`config.mk`:
```
export PLATFORM = sky130hd
export DESIGN_NAME = serial_adder
export DESIGN_NICKNAME = d
export VERILOG_FILES = /design/src/rtl/serial_adder_pkg.sv /design/src/rtl/full_adder.sv /design/src/rtl/serial_adder.sv
export SDC_FILE = /design/constraint.sdc
export NUM_CORES = 1
export LEC_CHECK = 0
export ABC_AREA = 1
export CORE_ASPECT_RATIO = 1.4
export CORE_MARGIN = 2
export CORE_UTILIZATION = 47
export DETAILED_ROUTE_END_ITERATION = 7
export GPL_TIMING_DRIVEN = 0
export PLACE_DENSITY = 0.72
export SKIP_CTS_REPAIR_TIMING = 1
export SYNTH_ARGS = -nofsm -noshare
export SYNTH_HDL_FRONTEND = slang
export SYNTH_SLANG_ARGS = --single-unit
```
`constraint.sdc`:
```
create_clock -name clk -period 1.3 [get_ports clk]
set_input_delay 0.13 -clock clk [delete_from_list [all_inputs] [get_ports clk]]
set_output_delay 0.13 -clock clk [all_outputs]
set_load 0.02 [all_outputs]
```
`src/rtl/serial_adder_pkg.sv`:
```
// Shared types and defaults for the bit-serial adder.
package serial_adder_pkg;

  typedef enum logic [1:0] {
    IDLE  = 2'd0,
    SHIFT = 2'd1,
    DONE  = 2'd2
  } state_t;

  localparam int DEFAULT_WIDTH = 8;

endpackage

```
`src/rtl/full_adder.sv`:
```
// Single-bit combinational full adder; the only arithmetic cell of the serial adder.
module full_adder (
  input  logic a,
  input  logic b,
  input  logic cin,
  output logic sum,
  output logic cout
);

  assign sum  = a ^ b ^ cin;
  assign cout = (a & b) | (cin & (a ^ b));

endmodule

```
`src/rtl/serial_adder.sv`:
```
// Bit-serial WIDTH-bit adder: one full_adder cell plus a registered carry, LSB first.
// Define SERIAL_ADDER_OVF_EN to add the registered two's-complement overflow output ovf.
module serial_adder
  import serial_adder_pkg::*;
#(
  parameter int WIDTH = DEFAULT_WIDTH
) (
  input  logic             clk,
  input  logic             rst_n,
  input  logic             start,
  input  logic [WIDTH-1:0] a,
  input  logic [WIDTH-1:0] b,
  input  logic             cin,
`ifdef SERIAL_ADDER_OVF_EN
  output logic             ovf,
`endif
  output logic             busy,
  output logic             done,
  output logic [WIDTH-1:0] sum,
  output logic             cout
);

  localparam int CNT_W = (WIDTH > 1) ? $clog2(WIDTH) : 1;
  localparam logic [CNT_W-1:0] LAST = CNT_W'(WIDTH - 1);

  state_t           state_q, state_d;
  logic [WIDTH-1:0] a_sh_q, a_sh_d;
  logic [WIDTH-1:0] b_sh_q, b_sh_d;
  logic             carry_q, carry_d;
  logic [CNT_W-1:0] count_q, count_d;
  // Only WIDTH-1 bits are kept; the final edge's bit completes the word directly.
  logic [WIDTH-2:0] sum_sh_q, sum_sh_d;
  logic [WIDTH-1:0] sum_q, sum_d;
  logic             cout_q, cout_d;
  logic [WIDTH-1:0] sum_next;
  logic             fa_sum, fa_cout;
`ifdef SERIAL_ADDER_OVF_EN
  logic             ovf_q, ovf_d;
`endif

  full_adder u_fa (
    .a    (a_sh_q[0]),
    .b    (b_sh_q[0]),
    .cin  (carry_q),
    .sum  (fa_sum),
    .cout (fa_cout)
  );

  always_comb begin
    state_d  = state_q;
    a_sh_d   = a_sh_q;
    b_sh_d   = b_sh_q;
    carry_d  = carry_q;
    count_d  = count_q;
    sum_sh_d = sum_sh_q;
    sum_d    = sum_q;
    cout_d   = cout_q;
`ifdef SERIAL_ADDER_OVF_EN
    ovf_d    = ovf_q;
`endif
    sum_next = {fa_sum, sum_sh_q};

    case (state_q)
      IDLE: begin
        if (start) begin
          a_sh_d  = a;
          b_sh_d  = b;
          carry_d = cin;
          count_d = '0;
          state_d = SHIFT;
        end
      end
      SHIFT: begin
        a_sh_d   = {1'b0, a_sh_q[WIDTH-1:1]};
        b_sh_d   = {1'b0, b_sh_q[WIDTH-1:1]};
        carry_d  = fa_cout;
        count_d  = count_q + 1'b1;
        sum_sh_d = sum_next[WIDTH-1:1];
        if (count_q == LAST) begin
          sum_d   = sum_next;
          cout_d  = fa_cout;
`ifdef SERIAL_ADDER_OVF_EN
          // On the MSB edge carry_q is the carry into the MSB.
          ovf_d   = carry_q ^ fa_cout;
`endif
          state_d = DONE;
        end
      end
      DONE:    state_d = IDLE;
      default: state_d = IDLE;
    endcase
  end

  always_ff @(posedge clk or negedge rst_n) begin
    if (!rst_n) begin
      state_q  <= IDLE;
      a_sh_q   <= '0;
      b_sh_q   <= '0;
      carry_q  <= 1'b0;
      count_q  <= '0;
      sum_sh_q <= '0;
      sum_q    <= '0;
      cout_q   <= 1'b0;
`ifdef SERIAL_ADDER_OVF_EN
      ovf_q    <= 1'b0;
`endif
    end else begin
      state_q  <= state_d;
      a_sh_q   <= a_sh_d;
      b_sh_q   <= b_sh_d;
      carry_q  <= carry_d;
      count_q  <= count_d;
      sum_sh_q <= sum_sh_d;
      sum_q    <= sum_d;
      cout_q   <= cout_d;
`ifdef SERIAL_ADDER_OVF_EN
      ovf_q    <= ovf_d;
`endif
    end
  end

  assign busy = (state_q == SHIFT);
  assign done = (state_q == DONE);
  assign sum  = sum_q;
  assign cout = cout_q;
`ifdef SERIAL_ADDER_OVF_EN
  assign ovf  = ovf_q;
`endif

endmodule

```
==> results.md, run 1 <==
- Netlist cell types: 18
- R2r setup slk: ~60 ps
- Skew final: 4.754 ps
- HP Start: b[7]
- PnR worst setup slack: -98.45 ps
- Vias: 1496
- Clock Path Buffers: 2
- RR Endpoint: sum_sh_q[6]$_DFFE_PN0P_
- Routability cong.: 0.8055
- Utilization after layout: a little over three fifths
- H-tree levels: 2
- Unrepaired setup endpoints after global routing: true
- 1st-iter DRT viols: 33
- Starting Density: 48.02%
- Avg Cell Area, Syn: approximately 8.3 µm²
- DIE WIDTH: 57.02 µm
- Final WL: 3.817 mm
- DR WL/cell: 12.08 µm
- Slew Limit Fails: 0
- Row cnt: 27
- Worst Path Max Fanout: 10
- Initial antenna violation count: 0
- Final Hold Viols: 0
- Crit-path slowest cell: dfrtp_1
- Worst hold endpoint: b_sh_q[7]$_DFFE_PN0P_
- Sequential share of power: 36.0%
- Part of the power in combinational logic: 49.9%
- Max_cap viols: 0
- Reg2reg path depth: 3
- Most frequent CP cell: buf_2
- Yosys reg bits: 38
- Crit. End Element: output pin
- Area growth from synthesis to layout: 31.33%
- Crit path kind: register to output pin
- Final period utilization: 107.6%
- Max VDD drop: 1577 µV
- Sequential fraction of the synthesis area: 51.42%
- CTS Buf Count: 5
- Hold path depth: 3
- P_sw: 2.294 mW
- PwrDens: 2336 nW/µm²
- Final nets: 295
- Reg clk slew, reported paths: 70 ps
- Syn Inst Count: approximately 220
- Delay-heaviest family, CP: buffers and inverters
- Fmax achieved: 715.1 MHz
- Lkg Pwr: around 1.4 nW
- First-pass GRT wire length: 6.037 mm
- Failing checks: negative setup slack
- DRC Markers: 0
- CP Data Required Time: 1170 ps
- Worst setup path startpoint: state_q[0]$_DFFE_PN0P_
- YS warnings: 0
- Crit path cell chain: buf_6 -> buf_2 -> nor2_1 -> buf_2
- Worst r2r src: carry_q$_DFFE_PN0P_
- Vias per std cell: about 4.7
- DP HPWL: between 2 and 3 mm
- ANT nets after route: 0
- Bufs and invs on worst path: 3
- Pre-CTS setup slack: -327.5 ps
- Arrival time worst endpoint: between 1000 and 1500 ps
- Largest net degree at the start of global routing: 39
- Io pins: 31
- Syn nets: 245
- Post-Syn Area: 1849 µm²
- TritonRoute pass-1 iters: 4
- Finish-stage setup viols: 1
- Antenna cells: 0
- Int Power: 3.379 mW
- Clock latency on the worst-skew pair: between 200 and 300 ps
- CTS sink count: 38
- Status: complete, but fails checks
- Chip height: between 70 and 80 µm
- IO buf count: 30
- Worst-margin pin slew: ~820 ps
- Max incr delay on CP: about 370 ps
- Layout cells sized above 1: 18.32%
- Core ar.: 3851 µm²
- Total grt overflow: 0
- Final min period: 1398 ps
- Slew HR: ~45%
- Hold Crit Class: primary input to register
- CTS tree: built
- Worst Setup Start Kind: register
- GRT Util Overall: between 10% and 20%
- Sw Share: 40.44%
- Clock share of power: 14.1%
- Clk root buf: clkbuf_8
- Number of global-route vias before repair: between 1000 and 1500
- Die area: 4460 µm²
Yosys cell counts:
library cell	number	area, µm²
nor2_4	1	11.26
nand2_2	2	12.51
buf_6	5	56.30
nand3_1	31	155.2
ha_1	2	25.02
nand2_1	72	270.3
clkbuf_1	1	3.750
o21ai_2	8	70.07
nand2_4	1	11.26
o21ai_4	1	16.27
o21ai_0	10	50.05
dfrtp_1	38	950.9
inv_1	41	153.9
buf_2	4	20.02
a21oi_2	1	8.760
inv_4	1	6.260
nor2_1	2	7.510
fa_1	1	20.02
placed cells by master, fill, tap and decap left out, types with 2 or more instances in the layout:
master	instances
buf_4	12
clkbuf_8	5
dfrtp_1	38
buf_6	5
o21ai_0	9
clkdlybuf4s50_1	18
nor2_1	2
dlymetal6s2s_1	9
inv_1	40
nand3_1	31
nand2_2	2
buf_2	6
o21ai_2	8
nand2_1	72
state kept, by name (all words and copies together) (netlist names):
signal    count
count_q       3
a_sh_q        8
state_q       2
b_sh_q        8
carry_q       1
cout          1
sum_sh_q      7
sum           8
power groups by stage:
stage                     logic, mW  registers (mW)  clock network, mW
after floorplan                1.67            2.16                  0
after global placement         2.54            2.05                  0
after detailed placement       2.58            2.06                  0
after CTS                      2.59            2.05              0.809
after global routing           3.19            2.10              0.862
final                          2.83            2.04              0.801
worst max-delay path by stage:
| stage | cells after the start | slack, ps | endpoint |
|---|---|---|---|
| after detailed placement | 5 | -330 | done |
| after CTS | 5 | -650 | done |
| after floorplan | 6 | 60 | sum[2]$_DFFE_PN0P_ |
| after global placement | 1 | -800 | sum[2]$_DFFE_PN0P_ |
| after global routing | 5 | -150 | done |
| final | 4 | -100 | done |
cells by family after synthesis:
| group | Yosys count | share of synthesized area [%] |
|---|---|---|
| AND/OR/NAND/NOR | 109 | 25.30 |
| AO/OA/AOI/OAI | 20 | 7.849 |
| buffers and inverters | 52 | 12.99 |
| adder cells (fa/ha/maj) | 3 | 2.436 |
| flip-flops | 38 | 51.42 |
tightest hold or removal path, cell delays in order:
cell and delay [ps]:
clkdlybuf4s50_1 390, inv_1 50, o21ai_0 70
per-layer routing:
metal  vias up  part of all wire (%)  track usage [%]
met2        32                    51            28.39
met1       682                    43            22.07
met5         -                     0                0
li1        776                     -                -
met4         0                   1.2            5.581
met3         6                   4.8            4.778
layout make-up:
class	count	area, µm²
repair buffers	43	414.1
plain buffers	10	100.1
fillers	340	1423
inverters	42	160.2
well taps	43	53.80
clock inverters	2	13.76
flip-flops and latches	38	950.9
multi-input cells	132	663.1
clock buffers	6	72.57
through the flow:
stage	total power [mW]	instance area [µm²]	setup TNS (ps)	instances	hold slack [ps]
global placement	4.593	2203	-31090	295	457.2
CTS	5.449	2285	-2286	303	-37.05
floorplan	3.832	1849	0	222	-165.6
finish	5.673	2429	-98.45	316	398.7
detailed placement	4.640	2198	-883.1	295	292.3
global route	6.149	2429	-176.0	316	401.2
Power figures use the tool's default switching activity.
==> run 2: changes to the inputs <==
CORE_MARGIN = default   (was 2)
GPL_ROUTABILITY_DRIVEN = 0   (was default)
SLEW_MARGIN = 40   (was default)
==> results.md, run 2 (synthesized netlist as in run 1, its figures left out) <==
- Bufs and invs on worst path: 4 (+1)
- 1st-iter DRT viols: 33 (unchanged)
- Delay-heaviest family, CP: buffers and inverters
- Reg clk slew, reported paths: 70 ps (about the same)
- DP HPWL: 2.493 mm (-0.74%)
- Clock Path Buffers: 2 (unchanged)
- Layout cells sized above 1: 16.85% (-1.5 points)
- Final nets: 290 (-1.7%)
- Tot Pwr: 5.564 mW (-1.9%)
- P_sw: 2.253 mW (-1.8%)
- Sequential share of power: 36.8% (+0.8 points)
- Slew HR: 68.97% (+24 points)
- Clock share of power: 13.6% (-0.5 points)
- Finish-stage setup viols: 1 (unchanged)
- Area growth from synthesis to layout: 30.24%
- Clk root buf: clkbuf_8
- CTS Buf Count: 5 (unchanged)
- Post-DP Area: 2200 µm² (about the same)
- Crit-path slowest cell: dfrtp_1
- PwrDens: 2310 nW/µm² (-1.1%)
- Vias per std cell: 4.854 (+2.5%)
- Total grt overflow: 0 (unchanged)
- Row cnt: 26 (-3.7%)
- Most frequent cells in the layout: nand2_1, inv_1, dfrtp_1
- Die area: 4193 µm² (-6.0%)
- Final WL: 3.755 mm (-1.6%)
- Placed instance count: 294 (-0.34%)
- Max incr delay on CP: 400 ps (+30 ps)
- Chip height: 76.22 µm (-2.6%)
- ANT nets after route: 0 (unchanged)
- Final Hold Viols: 0 (unchanged)
- Lkg Pwr: 1.401 nW (-1.2%)
- Number of global-route vias before repair: 1343 (-1.0%)
- H-tree levels: 2 (unchanged)
- Io pins: 31 (unchanged)
- Final min period: 1321 ps (-77.46 ps)
- Crit. End Element: output pin
- Clock latency on the worst-skew pair: 290 ps (about the same)
- Initial antenna violation count: 0 (unchanged)
- Antenna cells: 0 (unchanged)
- DIE WIDTH: 55.02 µm (-3.5%)
- Post-route cell area: 2409 µm² (-0.82%)
- Largest net degree at the start of global routing: 39 (unchanged)
- Skew final: 5.323 ps (+0.5694 ps)
- TritonRoute pass-1 iters: 6 (+2)
- Crit path cell chain: inv_2 -> buf_8 -> buf_8 -> nor2_4 -> buf_6
- Status: complete, but fails checks
- Hold Crit Class: primary input to asynchronous set/reset pin
- GRT Util Overall: 19.30% (+2.0 points)
- Finished Layout Cells: 309 (-2.2%)
- PnR worst setup slack: -20.99 ps (+77.46 ps)
- Final period utilization: 101.6% (-6.0 points)
- Worst-margin pin slew: 465.4 ps (-355.5 ps)
- Slew Limit Fails: 0 (unchanged)
- CP Data Required Time: 1170 ps (about the same)
- Crit path kind: register to output pin
- Fmax achieved: 757.0 MHz (+5.9%)
- Worst Setup Start Kind: register
- Most frequent CP cell: buf_8
- DR WL/cell: 12.15 µm (+0.60%)
- Max_cap viols: 0 (unchanged)
- Commonest non-fill, non-tap cell in the layout: nand2_1
- Max VDD drop: 1456 µV (-7.6%)
- DRC Markers: 0 (unchanged)
- Unrepaired setup endpoints after global routing: true
- CTS tree: built
- Sw Share: 40.48% (about the same)
- First-pass GRT wire length: 5.885 mm (-2.5%)
- Part of the power in combinational logic: 49.6% (-0.3 points)
- Failing checks: negative setup slack
- Arrival time worst endpoint: 1190 ps (-80 ps)
- Worst Path Max Fanout: 10 (unchanged)
- Worst hold slack: 339.3 ps (-59.34 ps)
- IO buf count: 30 (unchanged)
- Core ar.: 3709 µm² (-3.7%)
- Utilization after layout: 64.95% (+1.9 points)
- Starting Density: 49.87% (+1.8 points)
- Vias: 1500 (+0.27%)
- CTS sink count: 38 (unchanged)
- Int Power: 3.312 mW (-2.0%)
## run 2: worst paths after layout
path,slack [ps],startpoint,depth (start not counted),to
setup / recovery,-20,state_q[1]$_DFFE_PN0P_,5,done
hold / removal,340,rst_n,2,b_sh_q[1]$_DFFE_PN0P_
setup reg to reg,50,count_q[0]$_DFFE_PN0P_,6,sum[5]$_DFFE_PN0P_
hold reg to reg,480,sum[6]$_DFFE_PN0P_,2,sum[6]$_DFFE_PN0P_
max in group asynchronous,630,rst_n,2,sum_sh_q[4]$_DFFE_PN0P_
min in group clk,400,b[7],3,b_sh_q[7]$_DFFE_PN0P_
## run 2: area by class of cell
type	instances	area [µm²]
inverter	42	160.2
clock inverter	2	10.01
fill	341	1300
timing repair buffer	38	385.4
multi-input combinational	132	668.1
tap	42	52.55
buffer	10	112.6
clock buffer	5	68.82
sequential	38	950.9
## run 2: power groups by stage
stage / registers, mW / logic (mW) / clock network [mW]
6_report: 2.05 / 2.76 / 0.755
4_1_cts: 2.05 / 2.61 / 0.768
2_1_floorplan: 2.16 / 1.67 / 0
5_1_grt: 2.11 / 3.13 / 0.813
3_5_place_dp: 2.06 / 2.60 / 0
3_3_place_gp: 2.05 / 2.53 / 0
## run 2: routing by layer
layer | wire [µm] | vias up | global-route usage, % | share of wire (%)
li1 | - | 760 | - | -
met1 | 1667 | 699 | 24.60 | 44
met2 | 1880 | 35 | 30.60 | 50
met3 | 155 | 6 | 5.190 | 4.1
met4 | 52 | 0 | 6.750 | 1.4
met5 | 0 | - | 0 | 0
## run 2: stage by stage
| step | setup WS, ps | setup TNS (ps) |
|---|---|---|
| final | -20.99 | -20.99 |
| after floorplan | 59.87 | 0 |
| after detailed placement | -334.1 | -1036 |
| after global routing | -74.69 | -189.8 |
| after global placement | -800.2 | -31180 |
| after CTS | -657.3 | -2353 |
==> run 3: changes to the inputs <==
GPL_TIMING_DRIVEN = default   (was 0)
SKIP_LAST_GASP = 1   (was default)
==> results.md, run 3 (synthesized netlist as in run 1, its figures left out) <==
- Status: finished clean
- Slew Limit Fails: 0 (unchanged)
- Reg clk slew, reported paths: 80 ps (about the same)
- Vias per std cell: 4.910 (+1.2%)
- Commonest non-fill, non-tap cell in the layout: nand2_1
- Final nets: 292 (+0.69%)
- Hold Crit Class: primary input to asynchronous set/reset pin
- Pre-CTS setup slack: -45.96 ps (+288.2 ps)
- Skew final: 7.618 ps (+2.295 ps)
- Initial antenna violation count: 0 (unchanged)
- IO buf count: 30 (unchanged)
- Fmax achieved: 801.6 MHz (+5.9%)
- Final WL: 4.051 mm (+7.9%)
- TritonRoute pass-1 iters: 4 (-2)
- Tot Pwr: 6.120 mW (+10%)
- Chip height: 76.22 µm (unchanged)
- Starting Density: 49.87% (unchanged)
- PnR worst setup slack: 52.47 ps (+73.46 ps)
- Clock Path Buffers: 2 (unchanged)
- Max VDD drop: 1525 µV (+4.7%)
- Final Hold Viols: 0 (unchanged)
- Worst Path Max Fanout: 4 (-6)
- CP Data Required Time: 1170 ps (about the same)
- Vias: 1532 (+2.1%)
- CTS Buf Count: 5 (unchanged)
- DP HPWL: 2.533 mm (+1.6%)
- Max incr delay on CP: 400 ps (about the same)
- Slew HR: 84.59% (+16 points)
- Crit-path slowest cell: dfrtp_1
- Crit path kind: register to output pin
- Placed instance count: 298 (+1.4%)
- DIE WIDTH: 55.02 µm (unchanged)
- Io pins: 31 (unchanged)
- Most frequent cells in the layout: nand2_1, inv_1, dfrtp_1
- H-tree levels: 2 (unchanged)
- Number of global-route vias before repair: 1516 (+13%)
- Largest net degree at the start of global routing: 39 (unchanged)
- First-pass GRT wire length: 6.320 mm (+7.4%)
- CTS sink count: 38 (unchanged)
- Max_cap viols: 0 (unchanged)
- PwrDens: 2460 nW/µm² (+6.5%)
- Worst-margin pin slew: 230.7 ps (-234.7 ps)
- Antenna cells: 0 (unchanged)
- Finish-stage setup viols: 0 (-1)
- Crit. End Element: output pin
- Arrival time worst endpoint: 1120 ps (-70 ps)
- Final period utilization: 95.96% (-5.7 points)
- Layout cells sized above 1: 17.41% (+0.55 points)
- Finished Layout Cells: 312 (+0.97%)
- 1st-iter DRT viols: 59 (+79%)
- DR WL/cell: 12.98 µm (+6.8%)
- CTS tree: built
- Area growth from synthesis to layout: 34.51%
- Worst Setup Start Kind: register
- Core ar.: 3709 µm² (unchanged)
- GRT Util Overall: 20.67% (+1.4 points)
- Total grt overflow: 0 (unchanged)
- Unrepaired setup endpoints after global routing: true
- Bufs and invs on worst path: 2 (-2)
- ANT nets after route: 0 (unchanged)
- Clock latency on the worst-skew pair: 290 ps (about the same)
- Row cnt: 26 (unchanged)
- Crit path cell chain: inv_2 -> nor2_1 -> dlymetal6s2s_1
- Utilization after layout: 67.07% (+2.1 points)
- Final min period: 1248 ps (-73.46 ps)
- Layout fillers: 299 (-12%)
- DRC Markers: 0 (unchanged)
- Lkg Pwr: 1.448 nW (+3.4%)
- Delay-heaviest family, CP: flip-flops
- Clk root buf: clkbuf_8
- Die area: 4193 µm² (unchanged)
[run 3: changes by cell type in the layout (fill, tap and decap cells not counted), moves of 2 or more]
cell | previous run | this run
buf_4 | 8 | 14
buf_8 | 2 | 0
buf_6 | 6 | 2
bufinv_16 | 0 | 2
nand2_4 | 1 | 3
clkinv_2 | 2 | 0
[run 3: path summary, 6_finish.rpt]
kind,start,slack (ps),depth (start not counted),to
max,state_q[1]$_DFFE_PN0P_,50,3,done
min,rst_n,330,3,count_q[1]$_DFFE_PN0P_
max reg2reg,state_q[0]$_DFFE_PN0P_,70,6,a_sh_q[5]$_DFFE_PN0P_
min reg2reg,sum[6]$_DFFE_PN0P_,480,2,sum[6]$_DFFE_PN0P_
max in group asynchronous,rst_n,790,3,carry_q$_DFFE_PN0P_
min in group clk,b[7],390,3,b_sh_q[7]$_DFFE_PN0P_
[run 3: final cells by class]
cell class	instances	area, µm²	area share [%]
multi-input combinational	133	693.2	27.87
inverter	42	160.2	6.439
tap	42	52.55	2.113
clock buffer	5	68.82	2.767
clock inverter	3	68.82	2.767
timing repair buffer	49	493.0	19.82
sequential	38	950.9	38.23
[run 3: worst register-to-register path, delay by kind of cell, from the launching register on]
kind	cells	cell delay, ps
DFF	1	440
buffers and inverters	2	350
and+or+nand+nor	4	320
[run 3: per-layer routing]
metal  share of wire (%)  track usage, %  wire (µm)  vias to the layer above
met1                  44           25.07       1786                      728
met5                   0               0          0                        -
met2                  50           33.86       2045                       34
met4                 1.5           7.250         59                        0
li1                    -               -          -                      764
met3                 3.9           5.589        159                        6
[run 3: power by group]
group | internal (mW) | switching, mW | total (mW)
clock network | 0.769 | 0.438 | 1.21
registers | 1.74 | 0.327 | 2.07
logic | 1.23 | 1.62 | 2.84
total | 3.74 | 2.38 | 6.12
[run 3: stage by stage]
step / instance area [µm²] / hold WS, ps / setup TNS, ps
after detailed placement: 2235 / 110.5 / -188.5
after global placement: 2235 / 111.6 / -196.2
final: 2487 / 329.1 / 0
after CTS: 2372 / -207.0 / -1781
after floorplan: 1849 / -165.6 / 0
after global routing: 2487 / 369.6 / -12.38
